--- config.mk ---
export PLATFORM = sky130hd
export DESIGN_NAME = wb_pipe_master
export DESIGN_NICKNAME = d
export VERILOG_FILES = /design/src/rtl/wb_pipe_master.sv
export SDC_FILE = /design/constraint.sdc
export NUM_CORES = 1
export LEC_CHECK = 0
export ABC_AREA = 0
export BUFFER_PORTS_ARGS = -buffer_cell sky130_fd_sc_hd__buf_2
export CAP_MARGIN = 20
export CORE_ASPECT_RATIO = 0.9
export CORE_MARGIN = 5
export CORE_UTILIZATION = 40
export CTS_CLUSTER_SIZE = 25
export DETAILED_ROUTE_END_ITERATION = 6
export PLACE_DENSITY = 0.75
export SLEW_MARGIN = 20
export SYNTH_ARGS = -nofsm -noshare
export SYNTH_HDL_FRONTEND = slang
export SYNTH_SLANG_ARGS = --single-unit
export TNS_END_PERCENT = 1
--- constraint.sdc ---
create_clock -name clk_i -period 3.6 [get_ports clk_i]
set_clock_uncertainty 0.05 [all_clocks]
set_input_delay 0.72 -clock clk_i [delete_from_list [all_inputs] [get_ports clk_i]]
set_output_delay 0.72 -clock clk_i [all_outputs]
set_load 0.03 [all_outputs]
--- src/rtl/wb_pipe_master.sv ---
// Wishbone B4 pipelined initiator.
// Turns a valid/ready request stream into pipelined Wishbone transfers and
// returns one in-order response per accepted request, with up to
// MAX_OUTSTANDING transfers issued but not yet terminated.
module wb_pipe_master #(
  parameter int ADDR_W          = 32,
  parameter int DATA_W          = 32,
  parameter int MAX_OUTSTANDING = 4
) (
  input  logic                clk_i,
  input  logic                rstn_i,
  // request stream
  input  logic                req_valid_i,
  output logic                req_ready_o,
  input  logic                req_we_i,
  input  logic [ADDR_W-1:0]   req_addr_i,
  input  logic [DATA_W/8-1:0] req_sel_i,
  input  logic [DATA_W-1:0]   req_wdata_i,
  // response stream
  output logic                rsp_valid_o,
  output logic                rsp_we_o,
  output logic [DATA_W-1:0]   rsp_rdata_o,
  output logic                rsp_err_o,
  output logic                busy_o,
  // Wishbone master side
  output logic                cyc_o,
  output logic                stb_o,
  output logic                lock_o,
  output logic                we_o,
  output logic [ADDR_W-1:0]   addr_o,
  output logic [DATA_W/8-1:0] sel_o,
  output logic [DATA_W-1:0]   wdata_o,
  input  logic [DATA_W-1:0]   rdata_i,
  input  logic                ack_i,
  input  logic                err_i,
  input  logic                rty_i,
  input  logic                stall_i
);

  localparam int SEL_W = DATA_W / 8;
  localparam int CNT_W = $clog2(MAX_OUTSTANDING + 1);
  localparam int PTR_W = (MAX_OUTSTANDING > 1) ? $clog2(MAX_OUTSTANDING) : 1;
  localparam logic [CNT_W-1:0] MAX_CNT  = CNT_W'(MAX_OUTSTANDING);
  localparam logic [PTR_W-1:0] LAST_PTR = PTR_W'(MAX_OUTSTANDING - 1);

  // Issue register
  logic              stb_q, stb_d;
  logic              we_q, we_d;
  logic [ADDR_W-1:0] addr_q, addr_d;
  logic [SEL_W-1:0]  sel_q, sel_d;
  logic [DATA_W-1:0] wdata_q, wdata_d;
  logic              cyc_q, cyc_d;

  // Outstanding count and we-tag FIFO (one tag bit per in-flight transfer)
  logic [CNT_W-1:0]           cnt_q, cnt_d;
  logic [MAX_OUTSTANDING-1:0] tag_q, tag_d;
  logic [PTR_W-1:0]           wr_ptr_q, wr_ptr_d;
  logic [PTR_W-1:0]           rd_ptr_q, rd_ptr_d;

  logic issue;
  logic term;
  logic accept;

  function automatic logic [PTR_W-1:0] ptr_inc(input logic [PTR_W-1:0] p);
    return (p == LAST_PTR) ? '0 : p + PTR_W'(1);
  endfunction

  // Handshake decode: issue, termination and credit-checked acceptance
  always_comb begin
    issue = stb_q & ~stall_i;
    // A termination only counts when something is actually outstanding;
    // stray ack/err/rty (including one racing the very first issue) is ignored.
    term  = cyc_q & (ack_i | err_i | rty_i) & (cnt_q != '0);
    cnt_d = cnt_q + CNT_W'(issue) - CNT_W'(term);
    // Ready needs a free issue slot this cycle and room for one more transfer
    // after this cycle's issue/termination have been accounted.
    req_ready_o = rstn_i & (~stb_q | ~stall_i) & (cnt_d < MAX_CNT);
    accept      = req_valid_i & req_ready_o;
  end

  // Issue register next state: load on accept, clear after issue, else hold
  always_comb begin
    // NOTE: every always_comb output gets a default first so no path infers a latch.
    stb_d   = stb_q;
    we_d    = we_q;
    addr_d  = addr_q;
    sel_d   = sel_q;
    wdata_d = wdata_q;
    if (accept) begin
      stb_d   = 1'b1;
      we_d    = req_we_i;
      addr_d  = req_addr_i;
      sel_d   = req_sel_i;
      wdata_d = req_wdata_i;
    end else if (issue) begin
      stb_d = 1'b0;
    end
    cyc_d = stb_d | (cnt_d != '0);
  end

  // We-tag FIFO next state: push on issue, pop on termination
  always_comb begin
    tag_d    = tag_q;
    wr_ptr_d = wr_ptr_q;
    rd_ptr_d = rd_ptr_q;
    // When full, a pop and push may share a cycle: the head is read
    // combinationally before the slot is rewritten, so pop effectively goes first.
    if (issue) begin
      tag_d[wr_ptr_q] = we_q;
      wr_ptr_d        = ptr_inc(wr_ptr_q);
    end
    if (term) begin
      rd_ptr_d = ptr_inc(rd_ptr_q);
    end
  end

  // State registers; everything, including the tag FIFO, clears on reset
  always_ff @(posedge clk_i or negedge rstn_i) begin
    if (!rstn_i) begin
      stb_q    <= 1'b0;
      we_q     <= 1'b0;
      addr_q   <= '0;
      sel_q    <= '0;
      wdata_q  <= '0;
      cyc_q    <= 1'b0;
      cnt_q    <= '0;
      // NOTE: the tag storage is reset too, so rsp_we_o never shows X or stale tags.
      tag_q    <= '0;
      wr_ptr_q <= '0;
      rd_ptr_q <= '0;
    end else begin
      // NOTE: sequential state uses non-blocking assignments only.
      stb_q    <= stb_d;
      we_q     <= we_d;
      addr_q   <= addr_d;
      sel_q    <= sel_d;
      wdata_q  <= wdata_d;
      cyc_q    <= cyc_d;
      cnt_q    <= cnt_d;
      tag_q    <= tag_d;
      wr_ptr_q <= wr_ptr_d;
      rd_ptr_q <= rd_ptr_d;
    end
  end

  // Bus and response outputs
  assign cyc_o       = cyc_q;
  assign stb_o       = stb_q;
  assign lock_o      = 1'b0;
  assign we_o        = we_q;
  assign addr_o      = addr_q;
  assign sel_o       = sel_q;
  assign wdata_o     = wdata_q;
  assign rsp_valid_o = term;
  assign rsp_we_o    = tag_q[rd_ptr_q];
  assign rsp_rdata_o = rdata_i;
  assign rsp_err_o   = err_i | rty_i;
  assign busy_o      = stb_q | (cnt_q != '0);

endmodule
==> results of run 1 <==
==> through the flow <==
| stage | utilization, % | std cells | cell area, µm² | setup WS, ns |
|---|---|---|---|---|
| after floorplan | - | 238 | 3540 | -0.0374 |
| after global placement | 48.9 | 471 | 4210 | -0.0519 |
| after detailed placement | 48.9 | 471 | 4210 | -0.107 |
| after CTS | 51.6 | 488 | 4440 | 0.0213 |
| after global routing | 51.6 | 488 | 4440 | -0.143 |
| final | 51.6 | 488 | 4440 | 0.00636 |
==> cells by family after synthesis <==
kind of cell	count (synthesis)	share of synthesized area, %
flip-flops	82	58.1
multiplexers	76	25.6
buffers and inverters	48	9.24
AND/OR/NAND/NOR	17	2.44
adder cells (fa/ha/maj)	8	3.04
AO/OA/AOI/OAI	5	0.849
other	1	0.106
XOR/XNOR	1	0.672
==> synth_stat cells, types with 2 or more instances <==
cell type  instances  area share [%]
inv_1              6            0.64
mux2_4            10             4.2
dfrtp_1           82              58
buf_4             33             7.0
buf_2              6            0.85
o21ai_0            3            0.42
or2_2              2            0.35
ha_1               7             2.5
buf_6              2            0.64
nor2_1             2            0.21
nand2_1            8            0.85
mux2_2            65              21
==> power breakdown <==
group	leakage, nW	total [W]	internal [W]	switching [W]
logic	1.18	0.00268	0.00113	0.00155
registers	0.974	0.00164	0.00140	0.000233
clock network	0.101	0.000654	0.000349	0.000305
total	2.25	0.00497	0.00288	0.00209
==> layer usage <==
layer	track usage, %	part of all wire [%]
met2	24.4	50
met5	0	0
met4	5.92	2.2
met3	5.91	10
met1	15.5	38
==> cell type report <==
cell class                      instances  area (µm²)  area share (%)
Tap cell                              119         149            3.35
Clock inverter                          3        40.0           0.901
Clock buffer                           11         151            3.41
Inverter                                6        22.5           0.507
Multi-Input combinational cell        108        1180            26.5
Sequential cell                        82        2050            46.2
Timing Repair Buffer                  159         850            19.1
==> state kept, by name, indices dropped and copies added, names as in the netlist <==
signal	count
we_o	1
tag_q	4
sel_o	4
stb_o	1
cyc_o	1
addr_o	32
wdata_o	32
cnt_q	3
rd_ptr_q	2
wr_ptr_q	2
==> worst register-to-register path, stage by stage (launching register included) <==
cell and delay, ns:
dfrtp_1 0.39, or3_4 0.40, o211a_4 0.16, ha_1 0.29
inv_1 0.06, ha_1 0.13, inv_1 0.05, fa_2 0.33
xor3_1 0.24, buf_4 0.17, or3b_4 0.43, buf_12 0.21
mux2_4 0.32
==> placed cells by master, fill, tap and decap left out, drive strengths merged <==
| cell type | synthesis | final |
|---|---|---|
| or3b | 1 | 1 |
| a21oi | 1 | 1 |
| buf | 41 | 159 |
| or3 | 1 | 1 |
| inv | 6 | 6 |
| xor3 | 1 | 1 |
| clkinv | 0 | 2 |
| bufinv | 0 | 1 |
| nor2 | 2 | 2 |
| nor2b | 1 | 1 |
| nand2 | 8 | 8 |
| o21ai | 3 | 3 |
| fa | 1 | 1 |
| dfrtp | 82 | 82 |
| nand4b | 1 | 1 |
| o211a | 1 | 1 |
| mux4 | 1 | 1 |
| ha | 7 | 7 |
| or2 | 2 | 2 |
| conb | 1 | 1 |
| mux2 | 75 | 75 |
| clkbuf | 1 | 11 |
| and2 | 1 | 1 |
==> how the worst max path moves through the flow <==
| stage | start | end |
|---|---|---|
| floorplan | err_i | addr_o[30]$_DFFE_PN0P_ |
| global placement | err_i | req_ready_o |
| detailed placement | err_i | req_ready_o |
| CTS | cnt_q[1]$_DFF_PN0_ | req_ready_o |
| global route | cnt_q[1]$_DFF_PN0_ | req_ready_o |
| finish | err_i | req_ready_o |
==> repair_timing <==
item / in CTS / in global routing
gates resized for setup: 5 / 0
buffers inserted: 3 / 0
endpoints found under the setup margin: 1 / 1
==> flow_metrics.tcl, run 1 <==
set metrics [dict create \
    grt_max_degree 67 \
    cts_hold_buffers 0 \
    finalSetupViolations 0 \
    r2r_start "cnt_q[1]$_DFF_PN0_" \
    ant_nets 0 \
    wl_mm 7.52 \
    antenna-diode-count 0 \
    design_power_total_w 0.00497 \
    dieArea_um2 10800 \
    cts_buffers 9 \
    worstPathRequired_ns 2.83 \
    relSlewSlack_pct 45.3 \
    timing.fmax_ghz 0.278 \
    end_kind "output pin" \
    grt_pass1_vias 2556 \
    hold_viol_final 0 \
    maxCapViolCount 0 \
    total_leakage_power_nw 2.25 \
    cp_slowest_cell "fa_2" \
    drive_gt1_share_pct 69.4 \
    port_buffers 151 \
    ys_warn_count 0 \
    cp_cell_sequence "buf_2, or2_4, o211a_4, ha_1, inv_1, ha_1, inv_1, fa_2, xor3_1, a21oi_2, and2_1, buf_6" \
    irDropWorstVdd_uv 631 \
    arrival_ns 2.82 \
    hpwl_mm 5.67 \
    hp-class "input port to asynchronous set/reset pin" \
    cts_tree "yes" \
    ioPinCount 217 \
    grt_pass1_wl_mm 12.0 \
    drt_iter0_markers 41 \
    status "finished clean" \
    fillers 760 \
    ys_seq_area_share_pct 58.1 \
    remaining_drc_errors 0 \
    num_vias 2230 \
    rsz0062_at_grt "yes" \
    start_util_pct 41.1 \
    finalSetupTns_ns 0 \
    cp.buffers_inverters 4 \
    max_stage_delay_ns 0.33 \
    syn_nets 354 \
    synth_edf_count 0 \
    die-width_um 109 \
    clkLatencyLatePin_ns 0.33 \
    critPathTopFamily "adder cells" \
    critPathMaxFanout 2 \
    drv_slew 0 \
    r2r_cells 12 \
    cp-start-kind "input port" \
    grt.total_usage_pct 14.3 \
    core_area_um2 8610 \
    dr.pass1.iters 4 \
    worstMarginPinSlew_ns 0.820 \
    post_drt_wl_per_cell_um 15.4 \
    die_height_um 99.2 \
    clkTransAtPathRegs_ns 0.08 \
    syn_area_um2 3530 \
    viasPerCell 4.57 \
    antenna_found_initial 0 \
    ys_ff_latch 82 \
    cts_buffer_depth 2 \
    gp_congestion 0.797 \
    period_needed_ns 3.59 \
    path_class "input port to output pin" \
    async_reset_ff_share_pct 100 \
    root_buffer "clkbuf_8" \
    synthesis.instances 238 \
    period_share_pct 99.8 \
    syn2layout_area_growth_pct 25.7 \
    crit_cells 12 \
    rrSetupSlack_ns 0.27 \
    htree_num_levels 3 \
    overflow 0 \
    rows 32 \
    timing.rr.end "wdata_o[1]$_DFFE_PN0P_" \
    nets 482 \
    synth.distinct_cells 24 \
    holdWs_ns 0.202 \
    p_per_area_nw_per_um2 1120 \
    cts.sinks 82 \
    avgSynthCellArea_um2 14.9 \
    ys.flop_type "dfrtp_1" \
]
Power figures use the tool's default switching activity.
==> inputs of run 2 (changes only) <==
CORE_MARGIN = unset   (was 5)
==> flow_metrics.tcl, run 2 (same netlist as run 1, synthesis figures left out) <==
set metrics [dict create \
    rows 32 \
    cts_tree "yes" \
    die_height_um 91.2 \
    overflow 0 \
    critPathMaxFanout 2 \
    r2r_start "cnt_q[2]$_DFF_PN0_" \
    cts_buffer_depth 2 \
    final_cell_mix "buf_2, dfrtp_1, mux2_2, mux2_4, clkbuf_8" \
    cts.sinks 82 \
    cp-endpoint "req_ready_o" \
    hp-class "input port to asynchronous set/reset pin" \
    swShare_pct 42.1 \
    drive_gt1_share_pct 69.5 \
    cp_slowest_cell "fa_2" \
    num_vias 2254 \
    wl_mm 6.75 \
    rsz0062_at_grt "yes" \
    worstMarginPinSlew_ns 0.701 \
    p_per_area_nw_per_um2 1110 \
    drv_slew 0 \
    grt_pass1_vias 2297 \
    cp_cell_sequence "buf_2, or2_4, o211a_4, ha_4, inv_1, ha_1, inv_1, fa_2, xor3_1, a21oi_2, and2_1, buf_6" \
    finalSetupViolations 0 \
    ioPinCount 217 \
    remaining_drc_errors 0 \
    worstPathRequired_ns 2.83 \
    drt_iter0_markers 29 \
    maxCapViolCount 0 \
    rrSetupSlack_ns 0.36 \
    relSlewSlack_pct 53.2 \
    hpwl_mm 4.93 \
    irDropWorstVdd_uv 512 \
    finalSetupTns_ns 0 \
    final_common_cell "buf_2" \
    worstSetupStartpoint "err_i" \
    syn2layout_area_growth_pct 26.1 \
    path_class "input port to output pin" \
    grt_max_degree 58 \
    viasPerCell 4.60 \
    period_needed_ns 3.51 \
    nets 482 \
    holdWs_ns 0.235 \
    crit_cells 12 \
    ant_nets 0 \
    r2r_cells 12 \
    die-width_um 101 \
    cp-start-kind "input port" \
    period_share_pct 97.5 \
    grt_pass1_wl_mm 10.6 \
    power_frac_comb_pct 53.2 \
    design_power_total_w 0.00496 \
    clkLatencyLatePin_ns 0.34 \
    p_int_w 0.00287 \
    antenna_found_initial 0 \
    grt.total_usage_pct 14.7 \
    end_kind "output pin" \
    arrival_ns 2.74 \
    core_area_um2 8570 \
    p_clk_share_pct 13.6 \
    port_buffers 151 \
    critPathTopFamily "adder cells" \
    cts_buffers 9 \
    max_stage_delay_ns 0.32 \
    dr.pass1.iters 4 \
    start_util_pct 41.3 \
    p_seq_share_pct 33.2 \
    status "finished clean" \
    htree_num_levels 3 \
    path_common_cell "inv_1" \
    fillers 794 \
    antenna-diode-count 0 \
    hold_viol_final 0 \
    p_switching_w 0.00209 \
    timing.fmax_ghz 0.285 \
    dieArea_um2 9220 \
    post_drt_wl_per_cell_um 13.8 \
    timing.rr.end "addr_o[22]$_DFFE_PN0P_" \
    total_leakage_power_nw 2.24 \
    clkTransAtPathRegs_ns 0.09 \
    root_buffer "clkbuf_8" \
    gp_congestion 0.738 \
    cp.buffers_inverters 4 \
]
run 2: cell type report:
class                   instances  area (µm²)  share of cell area, %
inverters                       6        22.5                  0.505
repair buffers                159         837                   18.8
multi-input cells             108        1190                   26.7
flip-flops and latches         82        2050                   46.0
well taps                     119         149                   3.34
clock inverters                 5        63.8                   1.43
clock buffers                  11         141                   3.17
run 2: repair_timing:
action / 4_1_cts / 5_1_grt
setup endpoints to repair: 1 / 1
pin swaps: 0 / 1
buffers inserted: 1 / 1
hold buffers: 0 / 0
gates resized for setup: 4 / 2
run 2: power groups by stage:
stage / sequential, W / combinational, W / clock (W)
6_report: 0.00165 / 0.00264 / 0.000674
3_5_place_dp: 0.00167 / 0.00260 / 0
2_1_floorplan: 0.00246 / 0.00114 / 0
4_1_cts: 0.00165 / 0.00265 / 0.000710
3_3_place_gp: 0.00164 / 0.00254 / 0
5_1_grt: 0.00171 / 0.00282 / 0.000735
run 2: through the flow:
step                area, µm²  setup WS, ns  utilization (%)  instances
finish                   4460        0.0904             52.0        490
global route             4460       -0.0142             52.0        490
CTS                      4440       0.00312             51.8        489
detailed placement       4210       -0.0835             49.1        472
global placement         4210       -0.0251             49.1        472
floorplan                3540       -0.0374                -        238
run 2: how the worst min path moves through the flow:
stage	startpoint	to	slack (ns)	cells after the start
detailed placement	wdata_o[17]$_DFFE_PN0P_	wdata_o[17]$_DFFE_PN0P_	0.44	1
global route	rstn_i	wdata_o[27]$_DFFE_PN0P_	0.24	1
finish	rstn_i	sel_o[1]$_DFFE_PN0P_	0.23	1
floorplan	rstn_i	addr_o[0]$_DFFE_PN0P_	0.37	0
global placement	wdata_o[18]$_DFFE_PN0P_	wdata_o[18]$_DFFE_PN0P_	0.43	1
CTS	rstn_i	sel_o[1]$_DFFE_PN0P_	0.23	1
run 2: routing by layer:
metal	wire, µm	track usage [%]	vias to the layer above
met1	2700	16.4	1104
met5	0	0	-
met4	181	5.80	0
met2	3320	24.8	99
met3	541	5.85	26
li1	-	-	1025
==> inputs of run 3 (changes only) <==
CORE_UTILIZATION = 39   (was 40)
PLACE_DENSITY = 0.77   (was 0.75)
clock period = 3 ns   (was 3.6 ns; I/O delays follow)
==> flow_metrics.tcl, run 3 (same netlist as run 1, synthesis figures left out) <==
set metrics [dict create \
    timing.fmax_ghz 0.281 \
    syn2layout_area_growth_pct 27.6 \
    cts.sinks 82 \
    root_buffer "clkbuf_8" \
    drive_gt1_share_pct 71.2 \
    status "finished, violations left" \
    cts_buffer_depth 2 \
    core_area_um2 8690 \
    pre_cts_ws_ns -0.454 \
    relSlewSlack_pct 53.1 \
    final_cell_mix "buf_2, dfrtp_1, mux2_2, buf_4" \
    finalSetupViolations 70 \
    nets 487 \
    cp_cell_sequence "or3_4, o211a_4, ha_4, inv_4, ha_4, inv_2, fa_2, xor3_2, a21oi_2, and2_1, buf_6" \
    remaining_drc_errors 0 \
    drv_slew 0 \
    dieArea_um2 9450 \
    hp-class "input port to asynchronous set/reset pin" \
    cp-start-kind "flop" \
    holdWs_ns 0.112 \
    grt_pass1_vias 2339 \
    rsz0062_at_grt "yes" \
    rows 32 \
    arrival_ns 2.91 \
    worstMarginPinSlew_ns 0.703 \
    cp_slowest_cell "dfrtp_1" \
    cts_tree "yes" \
    rrSetupSlack_ns -0.42 \
    placed_area_um2 4250 \
    drt_iter0_markers 37 \
    grt.total_usage_pct 14.6 \
    cts_buffers 9 \
    max_stage_delay_ns 0.40 \
    hpwl_mm 4.99 \
    setup_ws_ns -0.560 \
    dr.pass1.iters 4 \
    start_util_pct 40.7 \
    die_height_um 92.3 \
    r2r_cells 12 \
    maxCapViolCount 0 \
    period_needed_ns 3.56 \
    antenna-diode-count 0 \
    design_power_total_w 0.00606 \
    end_kind "output pin" \
    num_vias 2266 \
    timing.rr.end "wdata_o[8]$_DFFE_PN0P_" \
    post_drt_wl_per_cell_um 13.9 \
    port_buffers 151 \
    total_leakage_power_nw 2.27 \
    overflow 0 \
    violations "setup timing" \
    ant_nets 0 \
    wl_mm 6.86 \
    critPathTopFamily "adder cells" \
    hold_viol_final 0 \
    grt_max_degree 58 \
    path_common_cell "ha_4" \
    period_share_pct 119 \
    final_common_cell "buf_2" \
    gp_congestion 0.752 \
    cp.buffers_inverters 3 \
    htree_num_levels 3 \
    die-width_um 102 \
    final_cell_area_um2 4510 \
    worstPathRequired_ns 2.35 \
    p_per_area_nw_per_um2 1340 \
    grt_pass1_wl_mm 10.6 \
    clkTransAtPathRegs_ns 0.08 \
    ioPinCount 217 \
    cts_hold_buffers 0 \
    critPathMaxFanout 2 \
    clkLatencyLatePin_ns 0.34 \
    viasPerCell 4.59 \
    irDropWorstVdd_uv 634 \
    path_class "flop to output pin" \
    antenna_found_initial 0 \
    r2r_start "cnt_q[0]$_DFF_PN0_" \
]
==> run 3: final cells by class <==
cell class	count	area, µm²
well taps	119	149
inverters	6	25.0
clock inverters	5	55.1
fillers	785	4180
repair buffers	164	887
clock buffers	10	138
multi-input cells	108	1210
flip-flops and latches	82	2050
==> run 3: worst max-delay path by stage <==
stage,from,endpoint,slack (ns),cells after the start
after floorplan,err_i,addr_o[30]$_DFFE_PN0P_,-0.52,13
after global placement,err_i,req_ready_o,-0.40,12
after detailed placement,err_i,wdata_o[8]$_DFFE_PN0P_,-0.45,12
after CTS,cnt_q[2]$_DFF_PN0_,req_ready_o,-0.53,11
after global routing,cnt_q[0]$_DFF_PN0_,req_ready_o,-0.66,11
final,cnt_q[0]$_DFF_PN0_,req_ready_o,-0.56,11
==> run 3: routing by layer <==
| metal | global-route usage [%] | part of all wire, % |
|---|---|---|
| met1 | 16.3 | 40 |
| met2 | 24.4 | 50 |
| met3 | 5.13 | 6.9 |
| met4 | 7.62 | 2.9 |
| met5 | 0 | 0 |
==> run 3: metrics by stage <==
step / setup TNS (ns) / std cells / util [%]
floorplan: -28.17 / 238 / -
finish: -26.73 / 494 / 51.9
detailed placement: -29.29 / 476 / 48.9
global route: -31.93 / 494 / 51.9
CTS: -14.28 / 491 / 51.2
global placement: -26.07 / 476 / 48.9
==> run 3: power by group <==
| part | leakage (nW) | total [W] | internal (W) | switching, W |
|---|---|---|---|---|
| Clock | 0.0941 | 0.000777 | 0.000400 | 0.000377 |
| Sequential | 0.974 | 0.00197 | 0.00168 | 0.000291 |
| Combinational | 1.20 | 0.00331 | 0.00145 | 0.00186 |
| Total | 2.27 | 0.00606 | 0.00353 | 0.00253 |
==> run 3: timing repair <==
action	4_1_cts	5_1_grt
pin swaps	0	6
buffers inserted	0	3
endpoints found under the setup margin	70	70
gates resized for setup	2	10
